[src/rtl/stack_pkg.sv]
// Shared definitions for the stack arbiter: widths, FSM state encoding,
// push/pop op codes and the requester ids used by the round-robin picker.
package stack_pkg;

   localparam int STACK_WIDTH = 4;
   localparam int STACK_DEPTH = 8;

   typedef enum logic [1:0] {
      ST_IDLE  = 2'd0,
      ST_ISSUE = 2'd1,
      ST_RESP  = 2'd2
   } state_t;

   localparam logic OP_PUSH = 1'b0;
   localparam logic OP_POP  = 1'b1;

   localparam logic ID_A = 1'b0;
   localparam logic ID_B = 1'b1;

   // A push into a full stack or a pop from an empty one is rejected.
   function automatic logic is_illegal(input logic op, input logic full, input logic empty);
      return ((op == OP_PUSH) && full) || ((op == OP_POP) && empty);
   endfunction

endpackage

[src/rtl/stack_arbiter_rr_arb2.sv]
// Two-way round-robin picker: combinational grant from the request pair,
// registered last-served pointer that favours the other side on a tie.
module rr_arb2 (
   input  logic       i_clk,
   input  logic       i_rst,
   input  logic [1:0] i_req,
   input  logic       i_update,
   input  logic       i_winner,
   output logic       o_grant
);
   import stack_pkg::*;

   logic r_last;

   // Pointer starts at B so that A wins the first tie after reset.
   always_ff @(posedge i_clk) begin
      if (i_rst) begin
         r_last <= ID_B;
      end else if (i_update) begin
         r_last <= i_winner;
      end
   end

   always_comb begin
      o_grant = ID_A;
      if (i_req == 2'b10) begin
         o_grant = ID_B;
      end else if (i_req == 2'b11) begin
         o_grant = ~r_last;
      end
   end

endmodule

[src/rtl/stack_arbiter.sv]
// Two-requester arbiter/sequencer in front of a shared LIFO stack: one stack
// strobe per granted request, Done/Err pulse and pop data back to the winner.
//
// Handshake: Req_x is a valid that stays high (with Op_x/Wdata_x stable) until
// Done_x or Err_x pulses for one cycle; the requester then drops Req_x or
// presents a new request, since Req_x seen high in IDLE is a fresh request.
module stack_arbiter #(
   parameter int STACK_WIDTH = stack_pkg::STACK_WIDTH
) (
   input  logic                   Clk,
   input  logic                   Rst,
   input  logic                   Req_A,
   input  logic                   Op_A,
   input  logic [STACK_WIDTH-1:0] Wdata_A,
   input  logic                   Req_B,
   input  logic                   Op_B,
   input  logic [STACK_WIDTH-1:0] Wdata_B,
   output logic                   Done_A,
   output logic                   Done_B,
   output logic                   Err_A,
   output logic                   Err_B,
   output logic [STACK_WIDTH-1:0] Rdata_A,
   output logic [STACK_WIDTH-1:0] Rdata_B,
   output logic                   Stk_Push,
   output logic                   Stk_Pop,
   output logic [STACK_WIDTH-1:0] Stk_Data_In,
   input  logic [STACK_WIDTH-1:0] Stk_Data_Out,
   input  logic                   Stk_Full,
   input  logic                   Stk_Empty,
   output logic [1:0]             Dbg_State
);
   import stack_pkg::*;

   state_t                 r_state;
   state_t                 w_next;
   logic                   r_id;
   logic                   r_op;
   logic                   r_rej;
   logic [STACK_WIDTH-1:0] r_wdata;

   logic                   w_any;
   logic                   w_grant;
   logic                   w_op;
   logic                   w_rej;
   logic                   w_update;
   logic [STACK_WIDTH-1:0] w_wdata;

   assign w_any    = Req_A | Req_B;
   assign w_op     = (w_grant == ID_B) ? Op_B : Op_A;
   assign w_wdata  = (w_grant == ID_B) ? Wdata_B : Wdata_A;
   assign w_rej    = is_illegal(w_op, Stk_Full, Stk_Empty);
   assign w_update = (r_state == ST_RESP);

   rr_arb2 u_rr (
      .i_clk    (Clk),
      .i_rst    (Rst),
      .i_req    ({Req_B, Req_A}),
      .i_update (w_update),
      .i_winner (r_id),
      .o_grant  (w_grant)
   );

   always_ff @(posedge Clk) begin
      if (Rst) begin
         r_state <= ST_IDLE;
      end else begin
         r_state <= w_next;
      end
   end

   // Rejected requests skip ISSUE so the stack never sees them.
   always_comb begin
      w_next = r_state;
      case (r_state)
         ST_IDLE:  if (w_any) w_next = w_rej ? ST_RESP : ST_ISSUE;
         ST_ISSUE: w_next = ST_RESP;
         ST_RESP:  w_next = ST_IDLE;
         default:  w_next = ST_IDLE;
      endcase
   end

   // Winner and its request are frozen here; later changes on Req/Op/Wdata are ignored.
   always_ff @(posedge Clk) begin
      if (Rst) begin
         r_id    <= ID_A;
         r_op    <= OP_PUSH;
         r_rej   <= 1'b0;
         r_wdata <= '0;
      end else if ((r_state == ST_IDLE) && w_any) begin
         r_id    <= w_grant;
         r_op    <= w_op;
         r_rej   <= w_rej;
         r_wdata <= w_wdata;
      end
   end

   always_comb begin
      Done_A      = 1'b0;
      Done_B      = 1'b0;
      Err_A       = 1'b0;
      Err_B       = 1'b0;
      Rdata_A     = '0;
      Rdata_B     = '0;
      Stk_Push    = 1'b0;
      Stk_Pop     = 1'b0;
      Stk_Data_In = '0;
      case (r_state)
         ST_ISSUE: begin
            Stk_Push    = (r_op == OP_PUSH);
            Stk_Pop     = (r_op == OP_POP);
            Stk_Data_In = r_wdata;
         end
         ST_RESP: begin
            Done_A = ~r_rej & (r_id == ID_A);
            Done_B = ~r_rej & (r_id == ID_B);
            Err_A  = r_rej & (r_id == ID_A);
            Err_B  = r_rej & (r_id == ID_B);
            if (~r_rej && (r_op == OP_POP)) begin
               if (r_id == ID_A) Rdata_A = Stk_Data_Out;
               else              Rdata_B = Stk_Data_Out;
            end
         end
         default: ;
      endcase
   end

   assign Dbg_State = r_state;

endmodule

[config.mk]
export PLATFORM = sky130hd
export DESIGN_NAME = stack_arbiter
export DESIGN_NICKNAME = d
export VERILOG_FILES = /design/src/rtl/stack_pkg.sv /design/src/rtl/stack_arbiter_rr_arb2.sv /design/src/rtl/stack_arbiter.sv
export SDC_FILE = /design/constraint.sdc
export NUM_CORES = 1
export LEC_CHECK = 0
export CAP_MARGIN = 20
export CORE_AREA = 2 2 44 46
export DETAILED_ROUTE_END_ITERATION = 6
export DIE_AREA = 0 0 46 48
export PLACE_DENSITY = 0.76
export SETUP_SLACK_MARGIN = 0.1
export SLEW_MARGIN = 5
export SYNTH_ARGS = -nofsm -noshare
export SYNTH_HDL_FRONTEND = slang
export SYNTH_SLANG_ARGS = --single-unit
[constraint.sdc]
create_clock -name Clk -period 4.3 [get_ports Clk]
set_input_delay 1.29 -clock Clk [delete_from_list [all_inputs] [get_ports Clk]]
set_output_delay 1.29 -clock Clk [all_outputs]
set_load 0.005 [all_outputs]
==> results.py <==
metrics = {
    "yosys": {
        "synthFlopType": "dfxtp_1",
        "synth.top_cells.by_area": "dfxtp_1, mux2i_1, nor2_1",
        "synth_cells": 76,
        "syn-num-nets": 96,
        "syn_area_per_cell_um2": 7.84,
        "synthTopCellsByCount": "nor2_1, dfxtp_1, mux2i_1",
        "synth_top_area_cell": "dfxtp_1",
        "async_flop_share": 0,
        "yosys.cell_count.top_type": "nor2_1",
        "synth_top_area_frac": 0.336,
        "ys_seq_area_frac": 0.336,
        "ys_ff_latch": 10,
        "synth_edf_count": 0,
        "ys_types": 22,
        "synth_area_um2": 596,
        "yosysWarnings": 0,
    },
    "pwr": {
        "p_clk_frac": 0.301,
        "ir_drop_mv": 0.131,
        "p_sw_mw": 0.0815,
        "pwr-share-seq": 0.404,
        "p_leak_nw": 0.387,
        "switching_share": 0.286,
        "intPower_mw": 0.203,
        "p_per_area_nw_per_um2": 276,
        "p_comb_frac": 0.295,
    },
    "worst_setup_path": {
        "r2r_setup_slack_ps": 2890,
        "arrival_ps": 2430,
        "cp.required_ps": 3010,
        "crit_path_end_kind": "output pin",
        "crit_fanout": 2,
        "crit_type": "in2out",
        "worstSetupStartpointType": "primary input",
    },
    "detailed_routing": {
        "vias": 680,
        "wl_per_cell_um": 13.0,
        "viasPerCell": 5.11,
        "wirelength_mm": 1.72,
        "drt_iter0_markers": 14,
        "drt_pre_antenna_iters": 4,
        "drc": 0,
        "final_antenna_net_count": 0,
    },
    "grt": {
        "grt_overflow": 0,
        "antenna_found_initial": 0,
        "grt_pass1_wl_mm": 2.54,
        "grt_pass1_vias": 600,
        "track_usage": 0.163,
        "grt_max_degree": 12,
    },
    "floorplan": {
        "num_io_pins": 40,
        "core-area_um2": 1690,
        "die_area_um2": 2210,
        "dieWidth_um": 46,
        "rows": 15,
        "initial_core_util": 0.353,
        "die_h_um": 48,
    },
    "finish": {
        "area_growth_pct": 73.1,
        "finalCoreUtilization": 0.610,
        "antenna_cells": 0,
        "fill_cells": 155,
        "drive_above_1_share": 0.0603,
        "num-nets-final": 137,
    },
    "clock_tree": {
        "clock_latency_ps": 270,
        "clk_pin_slew_ps": 60,
        "cts_root_buf": "clkbuf_4",
        "cts_setup_buffers": 0,
        "cts_tree": "yes",
        "cts_buffers": 3,
        "ctsHoldBuffers": 0,
        "cts.path.max_buffers": 2,
        "cts_resized": 0,
        "cts.sinks": 10,
        "cts_max_level": 1,
    },
    "sta": {
        "tightest_slew_ps": 805,
        "rsz0062_at_grt": "false",
        "min_period_ps": 3720,
        "fmax_mhz": 269,
        "relSlewSlack": 0.459,
        "finalCritPeriodShare": 0.865,
        "fin_skew_ps": 9.00,
        "hold_viol_final": 0,
        "setup_ws_ps": 580,
        "finalSetupViolCount": 0,
        "slew_violations": 0,
        "tns_ps": 0,
    },
    "min_path": {
        "holdCritPathClass": "reg2reg",
    },
    "place": {
        "dpl.hpwl_mm": 1.33,
        "io_buffers": 39,
        "place_ws_ps": 576,
        "place.gp.congestion": 0.810,
    },
    "status": {
        "status": "completed",
    },
    "run": {
        "maxCapViolCount": 0,
    },
}
power by group through the flow:
stage	Combinational, mW	Clock [mW]	Sequential, mW
6_report	0.0840	0.0857	0.115
5_1_grt	0.0922	0.0927	0.117
4_1_cts	0.0842	0.0880	0.115
3_5_place_dp	0.0837	0	0.117
3_3_place_gp	0.0814	0	0.117
2_1_floorplan	0.0435	0	0.114
final timing paths:
| kind | from | to | cells past startpoint |
|---|---|---|---|
| setup reg to reg | Dbg_State[0]$_SDFFE_PP0P_ | r_wdata[3]$_SDFFE_PP0P_ | 2 |
| hold / removal | r_id$_SDFFE_PP0P_ | r_id$_SDFFE_PP0P_ | 2 |
| hold reg to reg | r_id$_SDFFE_PP0P_ | r_id$_SDFFE_PP0P_ | 2 |
| setup / recovery | Stk_Data_Out[0] | Rdata_B[0] | 4 |
logic make-up after synthesis:
family | after synthesis | share of synthesized area
DFF | 10 | 0.336
AOI/OAI and AO/OA | 16 | 0.187
buffers and inverters | 5 | 0.0336
and+or+nand+nor | 37 | 0.307
muxes | 8 | 0.137
cell type report:
cell class	count	area [um^2]	share of cell area
clock buffers	4	36.3	0.0352
well taps	17	21.3	0.0206
repair buffers	39	390	0.379
inverters	2	7.51	0.00728
flip-flops and latches	10	200	0.194
multi-input cells	61	375	0.364
cell usage in the layout (no fill, tap or decap):
cell	Yosys	layout
mux2i_1	7	7
o21ai_0	1	1
a21oi_1	6	6
a211oi_1	5	5
clkdlybuf4s50_1	0	39
and2b_1	1	1
mux2_2	1	1
o31ai_1	1	1
nand3b_1	3	3
a21boi_4	1	1
o22ai_1	2	2
nor3_1	1	1
nor2_1	15	15
nor2b_1	2	2
clkbuf_8	0	1
and2_1	5	5
inv_1	2	2
or3_1	2	2
or2_2	1	1
nand2b_1	1	1
dfxtp_1	10	10
nand2_1	6	6
clkbuf_4	0	3
state kept, by name (all words and copies together), names as in the netlist:
signal / count
r_id: 1
r_op: 1
r_wdata: 4
r_rej: 1
u_rr.r_last: 1
Dbg_State: 2
metal layers:
metal  routed length [um]  GRT usage  up-vias
met1                  767      0.196      302
met4                   28     0.0800        0
met5                    0          0        -
met2                  807      0.253       30
met3                  120     0.0679        5
li1                     -          -      343
critical path: stages:
cell and delay [ps]:
clkdlybuf4s50_1 450, nand2_1 60, nor2_1 110, clkdlybuf4s50_1 520
stage by stage:
stage	cells	total power, mW	hold slack (ps)	area (um^2)
after CTS	133	0.287	493	1030
final	133	0.285	498	1030
after global routing	133	0.302	529	1030
after floorplan	76	0.158	458	596
after global placement	129	0.198	473	995
after detailed placement	129	0.201	482	995
Power figures use the tool's default switching activity.
